==> config.mk <==
export PLATFORM = sky130hd
export DESIGN_NAME = lcd_frame_sequencer_flat
export DESIGN_NICKNAME = d
export VERILOG_FILES = /design/src/rtl/lcd_frame_sequencer_if.sv /design/src/rtl/lcd_frame_sequencer.sv /design/src/flat_wrapper.sv
export SDC_FILE = /design/constraint.sdc
export NUM_CORES = 1
export LEC_CHECK = 0
export ABC_AREA = 1
export CAP_MARGIN = 20
export CORE_AREA = 2 2 143 145
export DETAILED_ROUTE_END_ITERATION = 16
export DIE_AREA = 0 0 145 147
export PLACE_DENSITY = 0.5
export SYNTH_ARGS = -nofsm -noshare
export SYNTH_HDL_FRONTEND = slang
export SYNTH_SLANG_ARGS = --single-unit
==> constraint.sdc <==
create_clock -name i_clk -period 2.1 [get_ports i_clk]
set_input_delay 0.315 -clock i_clk [delete_from_list [all_inputs] [get_ports i_clk]]
set_output_delay 0.315 -clock i_clk [all_outputs]
set_load 0.03 [all_outputs]
==> src/rtl/lcd_frame_sequencer_if.sv <==
// rtl/lcd_frame_sequencer_if.sv - start/done handshake between the frame sequencer and the character-LCD driver
interface lcd_frame_sequencer_if;
  logic       lcd_start;
  logic [7:0] lcd_data;
  logic       lcd_loc_req;
  logic       lcd_done;

  modport master (output lcd_start, output lcd_data, output lcd_loc_req, input lcd_done);
  modport slave  (input lcd_start, input lcd_data, input lcd_loc_req, output lcd_done);
endinterface

==> src/rtl/lcd_frame_sequencer.sv <==
// rtl/lcd_frame_sequencer.sv - writes "@Ahh Bhh Phh Ohh" to LCD row 2 on request or refresh,
// interleaving single host characters one transaction at a time
module lcd_frame_sequencer #(
  parameter int INIT_CYCLES    = 4600,
  parameter int REFRESH_CYCLES = 1000000,
  parameter int DONE_TIMEOUT   = 4000
) (
  input  logic                         i_clk,
  input  logic                         i_rst,
  input  logic [7:0]                   i_reg_a,
  input  logic [7:0]                   i_reg_b,
  input  logic [7:0]                   i_reg_pc,
  input  logic [7:0]                   i_reg_out,
  input  logic                         i_update_req,
  input  logic                         i_host_req,
  input  logic [7:0]                   i_host_data,
  output logic                         o_host_ack,
  output logic                         o_busy,
  output logic                         o_err,
  lcd_frame_sequencer_if.master        lcd
);

  localparam int INIT_W = (INIT_CYCLES > 1)    ? $clog2(INIT_CYCLES)    : 1;
  localparam int REF_W  = (REFRESH_CYCLES > 1) ? $clog2(REFRESH_CYCLES) : 1;
  localparam int TO_W   = (DONE_TIMEOUT > 1)   ? $clog2(DONE_TIMEOUT)   : 1;

  typedef enum logic [1:0] {S_INIT_WAIT, S_IDLE, S_ISSUE, S_WAIT_DONE} state_t;

  state_t            r_state;
  logic [INIT_W-1:0] r_init_cnt;
  logic [REF_W-1:0]  r_ref_cnt;
  logic [TO_W-1:0]   r_wait;
  logic [3:0]        r_idx;
  logic [7:0]        r_a, r_b, r_pc, r_out;
  logic [7:0]        r_data;
  logic              r_loc, r_start, r_ack, r_busy, r_err;
  logic              r_pend, r_host, r_done_d;

  logic w_refresh_tick, w_frame_due, w_done_rise;

  function automatic logic [7:0] hex_char(input logic [3:0] n);
    return (n < 4'd10) ? (8'h30 + {4'h0, n}) : (8'h37 + {4'h0, n});
  endfunction

  // Character for a frame position; position 0 is the '@' written via the DDRAM 0x40 address request.
  function automatic logic [7:0] frame_char(input logic [3:0] idx, input logic [7:0] a, b, pc, o);
    logic [7:0] c;
    c = 8'h20;
    case (idx)
      4'd0:  c = 8'h40;
      4'd1:  c = 8'h41;
      4'd2:  c = hex_char(a[7:4]);
      4'd3:  c = hex_char(a[3:0]);
      4'd5:  c = 8'h42;
      4'd6:  c = hex_char(b[7:4]);
      4'd7:  c = hex_char(b[3:0]);
      4'd9:  c = 8'h50;
      4'd10: c = hex_char(pc[7:4]);
      4'd11: c = hex_char(pc[3:0]);
      4'd13: c = 8'h4F;
      4'd14: c = hex_char(o[7:4]);
      4'd15: c = hex_char(o[3:0]);
      default: c = 8'h20;
    endcase
    return c;
  endfunction

  assign w_refresh_tick = (REFRESH_CYCLES != 0) && (r_state != S_INIT_WAIT) &&
                          (r_ref_cnt == REF_W'(REFRESH_CYCLES - 1));
  assign w_frame_due    = r_pend | i_update_req | w_refresh_tick;
  assign w_done_rise    = lcd.lcd_done & ~r_done_d;

  always_ff @(posedge i_clk) begin
    if (i_rst) begin
      r_state    <= S_INIT_WAIT;
      r_init_cnt <= '0;
      r_ref_cnt  <= '0;
      r_wait     <= '0;
      r_idx      <= '0;
      r_a        <= '0;
      r_b        <= '0;
      r_pc       <= '0;
      r_out      <= '0;
      r_data     <= '0;
      r_loc      <= 1'b0;
      r_start    <= 1'b0;
      r_ack      <= 1'b0;
      r_busy     <= 1'b0;
      r_err      <= 1'b0;
      r_pend     <= 1'b0;
      r_host     <= 1'b0;
      r_done_d   <= 1'b0;
    end else begin
      r_done_d <= lcd.lcd_done;
      r_start  <= 1'b0;
      r_ack    <= 1'b0;
      if (r_state != S_INIT_WAIT)
        r_ref_cnt <= w_refresh_tick ? '0 : r_ref_cnt + 1'b1;
      // Requests merge into a single queued frame; cleared below when a frame is granted.
      if (i_update_req || w_refresh_tick)
        r_pend <= 1'b1;

      case (r_state)
        S_INIT_WAIT: begin
          if (r_init_cnt == INIT_W'(INIT_CYCLES - 1)) begin
            r_state <= S_IDLE;
            r_busy  <= 1'b0;
          end else begin
            r_init_cnt <= r_init_cnt + 1'b1;
            r_busy     <= 1'b1;
          end
        end
        S_IDLE: begin
          if (w_frame_due) begin
            r_a     <= i_reg_a;
            r_b     <= i_reg_b;
            r_pc    <= i_reg_pc;
            r_out   <= i_reg_out;
            r_idx   <= '0;
            r_host  <= 1'b0;
            r_data  <= 8'h40;
            r_loc   <= 1'b1;
            r_pend  <= 1'b0;
            r_start <= 1'b1;
            r_wait  <= '0;
            r_busy  <= 1'b1;
            r_state <= S_ISSUE;
          end else if (i_host_req) begin
            r_host  <= 1'b1;
            r_data  <= i_host_data;
            r_loc   <= 1'b0;
            r_start <= 1'b1;
            r_wait  <= '0;
            r_busy  <= 1'b1;
            r_state <= S_ISSUE;
          end
        end
        S_ISSUE: begin
          r_wait  <= r_wait + 1'b1;
          r_state <= S_WAIT_DONE;
        end
        S_WAIT_DONE: begin
          if (w_done_rise) begin
            if (r_host) begin
              r_ack   <= 1'b1;
              r_busy  <= 1'b0;
              r_state <= S_IDLE;
            end else if (r_idx == 4'd15) begin
              r_busy  <= 1'b0;
              r_state <= S_IDLE;
            end else begin
              r_idx   <= r_idx + 4'd1;
              r_data  <= frame_char(r_idx + 4'd1, r_a, r_b, r_pc, r_out);
              r_loc   <= 1'b0;
              r_start <= 1'b1;
              r_wait  <= '0;
              r_state <= S_ISSUE;
            end
          end else if (r_wait == TO_W'(DONE_TIMEOUT - 1)) begin
            // Abandon the transaction; any queued frame request survives the abort.
            r_err   <= 1'b1;
            r_busy  <= 1'b0;
            r_state <= S_IDLE;
          end else begin
            r_wait <= r_wait + 1'b1;
          end
        end
        default: r_state <= S_IDLE;
      endcase
    end
  end

  assign lcd.lcd_start   = r_start;
  assign lcd.lcd_data    = r_data;
  assign lcd.lcd_loc_req = r_loc;
  assign o_host_ack      = r_ack;
  assign o_busy          = r_busy;
  assign o_err           = r_err;

endmodule

==> src/flat_wrapper.sv <==
// flat-port wrapper written by rule: the top's interface ports become plain ports
module lcd_frame_sequencer_flat 
#(
  parameter int INIT_CYCLES    = 4600,
  parameter int REFRESH_CYCLES = 1000000,
  parameter int DONE_TIMEOUT   = 4000
)
  (i_clk, i_rst, i_reg_a, i_reg_b, i_reg_pc, i_reg_out, i_update_req, i_host_req, i_host_data, o_host_ack, o_busy, o_err, lcd_lcd_start, lcd_lcd_data, lcd_lcd_loc_req, lcd_lcd_done);
  lcd_frame_sequencer_if lcd_i ();
  input  logic i_clk;
  input  logic i_rst;
  input  logic [7:0] i_reg_a;
  input  logic [7:0] i_reg_b;
  input  logic [7:0] i_reg_pc;
  input  logic [7:0] i_reg_out;
  input  logic i_update_req;
  input  logic i_host_req;
  input  logic [7:0] i_host_data;
  output logic o_host_ack;
  output logic o_busy;
  output logic o_err;
  output wire logic [$bits(lcd_i.lcd_start)-1:0] lcd_lcd_start;
  output wire logic [$bits(lcd_i.lcd_data)-1:0] lcd_lcd_data;
  output wire logic [$bits(lcd_i.lcd_loc_req)-1:0] lcd_lcd_loc_req;
  input wire logic [$bits(lcd_i.lcd_done)-1:0] lcd_lcd_done;
  assign lcd_lcd_start = lcd_i.lcd_start;
  assign lcd_lcd_data = lcd_i.lcd_data;
  assign lcd_lcd_loc_req = lcd_i.lcd_loc_req;
  assign lcd_i.lcd_done = lcd_lcd_done;
  lcd_frame_sequencer #(.INIT_CYCLES(INIT_CYCLES), .REFRESH_CYCLES(REFRESH_CYCLES), .DONE_TIMEOUT(DONE_TIMEOUT)) u_core (.i_clk(i_clk), .i_rst(i_rst), .i_reg_a(i_reg_a), .i_reg_b(i_reg_b), .i_reg_pc(i_reg_pc), .i_reg_out(i_reg_out), .i_update_req(i_update_req), .i_host_req(i_host_req), .i_host_data(i_host_data), .o_host_ack(o_host_ack), .o_busy(o_busy), .o_err(o_err), .lcd(lcd_i));
endmodule
Word-level counts from Yosys, hierarchy flattened --
Cells that the tools add are included.
Word-level totals: register bits after elaboration 99, bits in latches 0, RAM bits 0, memory bits (read-only) 0, input port bits 45, output and inout bits 13, word-level logic and storage cells 163, memories kept 0
Cells by class: $add $sub $neg 20, multiply operators 0, divide/modulo/power cells 0, order comparisons 8, equality and inequality tests 30, shifts and indexed selects 0, muxes and demuxes 61, bitwise logic cells 7, reductions and logical operators 19
Operator list (count):
- $add A6 B4 Y7 const A | 16
- $mux W8 | 13
- $pmux W8 S13 | 1
- $mux W12 | 6
- $pmux W12 S3 | 1
- $lt A4 B4 Y1 const B | 8
- $eq A4 B4 Y1 const B | 7
- $mux W1 | 22
- $add A20 B1 Y20 const B | 1
- $eq A20 B20 Y1 const B | 1
- $mux W20 | 1
- $mux W4 | 4
- $pmux W8 S2 | 1
- $reduce_and A5 Y1 | 3
- $mux W2 | 7
- $add A13 B1 Y13 const B | 1
- $eq A13 B13 Y1 const B | 1
- $add A12 B1 Y12 const B | 1
- $eq A12 B12 Y1 const B | 1
- $eq A4 B3 Y1 const B | 3
- $eq A4 B2 Y1 const B | 2
- $pmux W2 S4 | 1
- $pmux W4 S2 | 1
- $ne A2 B1 Y1 const B | 3
- 24 further kinds | 39

Longest topological paths before layout --
Gate-level depths: netlist of run 1.
depth after elaboration 7, depth in mapped cells 13, depth with buffers taken out 12

Least setup slack after synthesis of run 1 --
No wires, ideal clock.
kind reg-to-reg, from register u_core.r_idx[0], to register u_core.r_data[5], in the netlist u_core.lcd.lcd_data[5], library setup time 0.134 ns, arrival time 1.601 ns, required time 1.966 ns, path slack 0.365 ns, cell stages (with the launch flop) 12, path buffers 1, period minus slack after synthesis 1.735 ns, cells stage by stage dfxtp_1 -> ha_1 -> xor2_2 -> buf_6 -> nor2_1 -> nand2_1 -> o21ai_0 -> inv_1 -> nand3_1 -> nand3_1 -> nand2_1 -> a21oi_1
On the way: cells in the longest elaborated chain, start to end 7, elaborated cells between the ends (all ways) 22, those cells by class add/sub (1); eq/ne (14); mux (5); reduce/logical (2)
Ends and longest elaborated chain:
- from (decl) | RTL line lcd_frame_sequencer.sv:33 | logic [3:0] r_idx;
- from (signal assigned) | RTL line lcd_frame_sequencer.sv:152 | r_idx <= r_idx + 4'd1;
- $add A4 B1 Y4 | RTL line lcd_frame_sequencer.sv:153 | r_data <= frame_char(r_idx + 4'd1, r_a, r_b, r_pc, r_out);
- $eq A4 B4 Y1, or another cell as far along | RTL line lcd_frame_sequencer.sv:49 | case (idx)
- $pmux W8 S13 | RTL line lcd_frame_sequencer.sv:49
- $mux W8 | RTL line lcd_frame_sequencer.sv:148 | end else if (r_idx == 4'd15) begin
- $mux W8 | RTL line lcd_frame_sequencer.sv:144 | if (r_host) begin
- $mux W8 | RTL line lcd_frame_sequencer.sv:143 | if (w_done_rise) begin
- $pmux W8 S2 | RTL line lcd_frame_sequencer.sv:103 | case (r_state)
- to (signal assigned) | RTL line lcd_frame_sequencer.sv:130 | r_data <= i_host_data;
- to (signal assigned) | RTL line lcd_frame_sequencer.sv:153
- to (decl) | RTL line lcd_frame_sequencer.sv:35 | logic [7:0] r_data;
Parallel ways exist; a longest one is shown, timed or not. The select of a mux whose other input is x is not followed. A chain may end at the register's enable or synchronous reset.

Final worst setup path of run 1 --
from register u_core.r_idx[0], to register u_core.r_data[0], in the netlist u_core.lcd.lcd_data[0]
Same word-level chain as after synthesis.

==> out/metrics.cfg, run 1 <==
[setup_path]
cp.arrival_ps=2200
critical_path.top_delay_family=simple AND/OR/NAND/NOR gates
critPathBufInv=1
start_kind=register
r2r.worst_path.cells=10
path_class=register to register
required_ps=2350
worstReg2RegEnd=u_core.lcd.lcd_data[0]$_SDFFE_PP0P_
r2r-start=u_core.r_idx[0]$_SDFFE_PP0P_
crit_slowest_cell=dfxtp_1
reg2reg_slack_ps=150
cp_cell_sequence=ha_1, buf_4, xnor2_4, nand2_1, nand3_1, o21ai_0, nor2_1, nand3_1, nand2_1, a21oi_1
endpoint_kind=register
critical_path.max_stage_delay_ps=310
cp_max_fo=8

[logic_synthesis]
synth_flop_cell=dfxtp_1
synth_top_family_by_area=simple AND/OR/NAND/NOR gates
synth_top_area_share_pct=35.1
synth_area_leaders=dfxtp_1, nand2_1, a21oi_1
synth_area_leader_cell=dfxtp_1
synth_compound_area_share_pct=17.5
synth_simple_gate_area_share_pct=30.6
syn_inst=829
synth_xor_area_share_pct=3.41
synth-adder-area-share_pct=3.54
synth_warnings=0
syn_area_mm2=0.00565
synth_edf_count=0
ys_types=49
syn_nets=890
syn_area_per_cell_um2=6.82
ys_seq_area_share_pct=35.1
synth-seq-cells=99
synthMuxAreaShare_pct=0
postSynth.asyncResetShare_pct=0

[drt]
drt_iter0_markers=306
routedWlPerCell_um=12.7
drc=0
highest_layer=met4
met2_length_um=7110
wl_met1_um=6870
viasPerCell=4.64
wirelength_um=14900
vias=5438
wl_met3_um=568
ant_nets=0
firstDrtPassIters=4

[timing]
final.setup.tns_ps=0
finalHoldViolCount=0
rsz0062_at_grt=false
max_freq_ghz=0.512
finalSetupViolCount=0
slew_violations=0
post-route-period-util_pct=93.0
skew_ps=11.7
worst_pin_slew_ps=661
fin_crit_ps=1950
max-slew-margin-rel_pct=55.5
setup_ws_ps=147

[global_routing]
antenna_found_initial=0
grt_pass1_vias=5355
grt_pass1_wl_um=25100
track_usage_pct=14.4
grt_start_max_net_pins=44
grt_remaining_overflow=0

[hold_path]
hold_class=register to register
min-delay-start=u_core.r_wait[4]$_SDFFE_PP0P_
min_to=u_core.r_wait[4]$_SDFFE_PP0P_
whs_path_depth=2

[cts]
cts_root_buffer=clkbuf_16
tritoncts=yes
numCtsBuffers=9
cts.reportedPaths.clkPinSlew_ps=70
cts_sinks=99
clk_path_buf_depth=2
cts_max_level=3
hold_buffers=0
clock_latency_ps=360

[floorplanning]
die_w_um=145
floorplan.initialDensity_pct=28.5
coreArea_mm2=0.0198
dieArea_mm2=0.0213
ios=58
die_h_um=147
num_rows=52

[placed_design]
place_congestion=0.884
place_ws_ps=113
dp_hpwl_um=11200
io_buffer_count=57

[final_layout]
syn2layout_area_growth_pct=22.8
nFillCells=2171
nets=957
mostFrequentLayoutCells=nand2_1, inv_1, dfxtp_1
final_common_cell=nand2_1
antenna_cells=0
final_layout_size_suffix_gt1_share_pct=8.10

[power]
p_leak_nw=2.65
vdd_ir_drop_max_mv=0.374
power_density_mw_per_mm2=567
finalPower_mw=3.93

[run_status]
status=finished, final reports clean

[flow_run]
drv_cap=0

## cell usage after synthesis, types with 2 or more instances
library cell	number
ha_1	16
inv_4	2
buf_2	3
nor2_2	3
o21ai_1	6
clkbuf_2	2
o211ai_1	2
o21a_1	2
nand2_1	178
nor2_1	77
a21oi_1	85
nor2_4	4
or2_2	2
inv_1	100
xor2_1	15
nand2_2	3
clkbuf_1	10
nor3b_1	2
nand2_4	6
xnor2_1	2
nand4_1	12
nand3_4	2
inv_2	5
a22oi_1	3
nor4_1	3
nand3_1	51
buf_6	7
dfxtp_1	99
a31oi_1	2
o21ai_0	79
nor3_1	27
a21oi_2	2
## cells by family (layout without fill, tap and decap cells)
| family | count (synthesis) | after routing |
|---|---|---|
| XOR/XNOR | 19 | 19 |
| buffers and inverters | 131 | 203 |
| adder cells (fa/ha/maj) | 16 | 16 |
| flip-flops | 99 | 99 |
| AO/OA/AOI/OAI | 188 | 188 |
| AND/OR/NAND/NOR | 376 | 376 |
## worst register-to-register path, delay by kind of cell, from the launching register on
family,cells,cell delay (ps)
buf+inv,1,170
compound gates,2,150
simple gates,5,740
fa+ha+maj,1,240
flops,1,310
xor+xnor,1,250
## cell type report
cell class | count | area [um2] | area share [%]
Multi-Input combinational cell | 599 | 3120 | 44.9
Sequential cell | 99 | 1980 | 28.6
Timing Repair Buffer | 79 | 761 | 11.0
Inverter | 108 | 410 | 5.92
Tap cell | 270 | 338 | 4.87
Clock buffer | 12 | 256 | 3.70
Clock inverter | 4 | 72.6 | 1.05
## how the worst max path moves through the flow
stage                                 start                             endpoint  slack, ps  depth (start not counted)
6_report       u_core.r_idx[0]$_SDFFE_PP0P_  u_core.lcd.lcd_data[0]$_SDFFE_PP0P_        150                         10
3_5_place_dp                   lcd_lcd_done        u_core.r_wait[0]$_SDFFE_PP0P_        110                         12
5_1_grt        u_core.r_idx[0]$_SDFFE_PP0P_  u_core.lcd.lcd_data[3]$_SDFFE_PP0P_          6                         11
4_1_cts        u_core.r_idx[0]$_SDFFE_PP0P_  u_core.lcd.lcd_data[4]$_SDFFE_PP0P_        130                         11
2_1_floorplan  u_core.r_idx[0]$_SDFFE_PP0P_  u_core.lcd.lcd_data[5]$_SDFFE_PP0P_        370                         11
3_3_place_gp                   i_update_req         u_core.r_idx[3]$_SDFFE_PP0P_        100                          8
## flip-flops by register name, summed over array words and instances, names as in the netlist, 8 cells and up
register / cells
u_core.r_pc: 8
u_core.lcd.lcd_data: 8
u_core.r_a: 8
u_core.r_init_cnt: 13
u_core.r_wait: 12
u_core.r_out: 8
u_core.r_ref_cnt: 20
u_core.r_b: 8
## metrics by stage
stage / hold slack, ps / std cells / util, % / cell area (um2)
5_1_grt: 498 / 1171 / 35.0 / 6940
6_report: 466 / 1171 / 35.0 / 6940
3_3_place_gp: 451 / 1155 / 33.3 / 6600
4_1_cts: 470 / 1171 / 34.9 / 6930
3_5_place_dp: 459 / 1155 / 33.3 / 6600
2_1_floorplan: 439 / 829 / - / 5650
## timing repair
| item | in CTS | in global routing |
|---|---|---|
| gates resized for setup | 0 | 4 |
| setup buffers | 0 | 0 |
| hold endpoints to repair | 0 | 0 |
| endpoints found under the setup margin | 0 | 5 |
## power breakdown
part           internal (mW)  total, mW  switching, mW
logic                  0.102      0.186         0.0835
registers               1.88       1.89        0.00573
clock network           1.11       1.86          0.748
## routing by layer
layer	vias up	global-route usage, %
li1	2853	-
met1	2473	17.5
met2	89	25.2
met3	23	3.11
met4	0	4.85
met5	-	0
(Power assumes the default switching activity.)
==> inputs of run 2 (changes only) <==
- ABC_CLOCK_PERIOD_IN_PS: default -> 2100
==> results of run 2 <==
The final DEF is identical to that of run 1; final timing and power are the same.
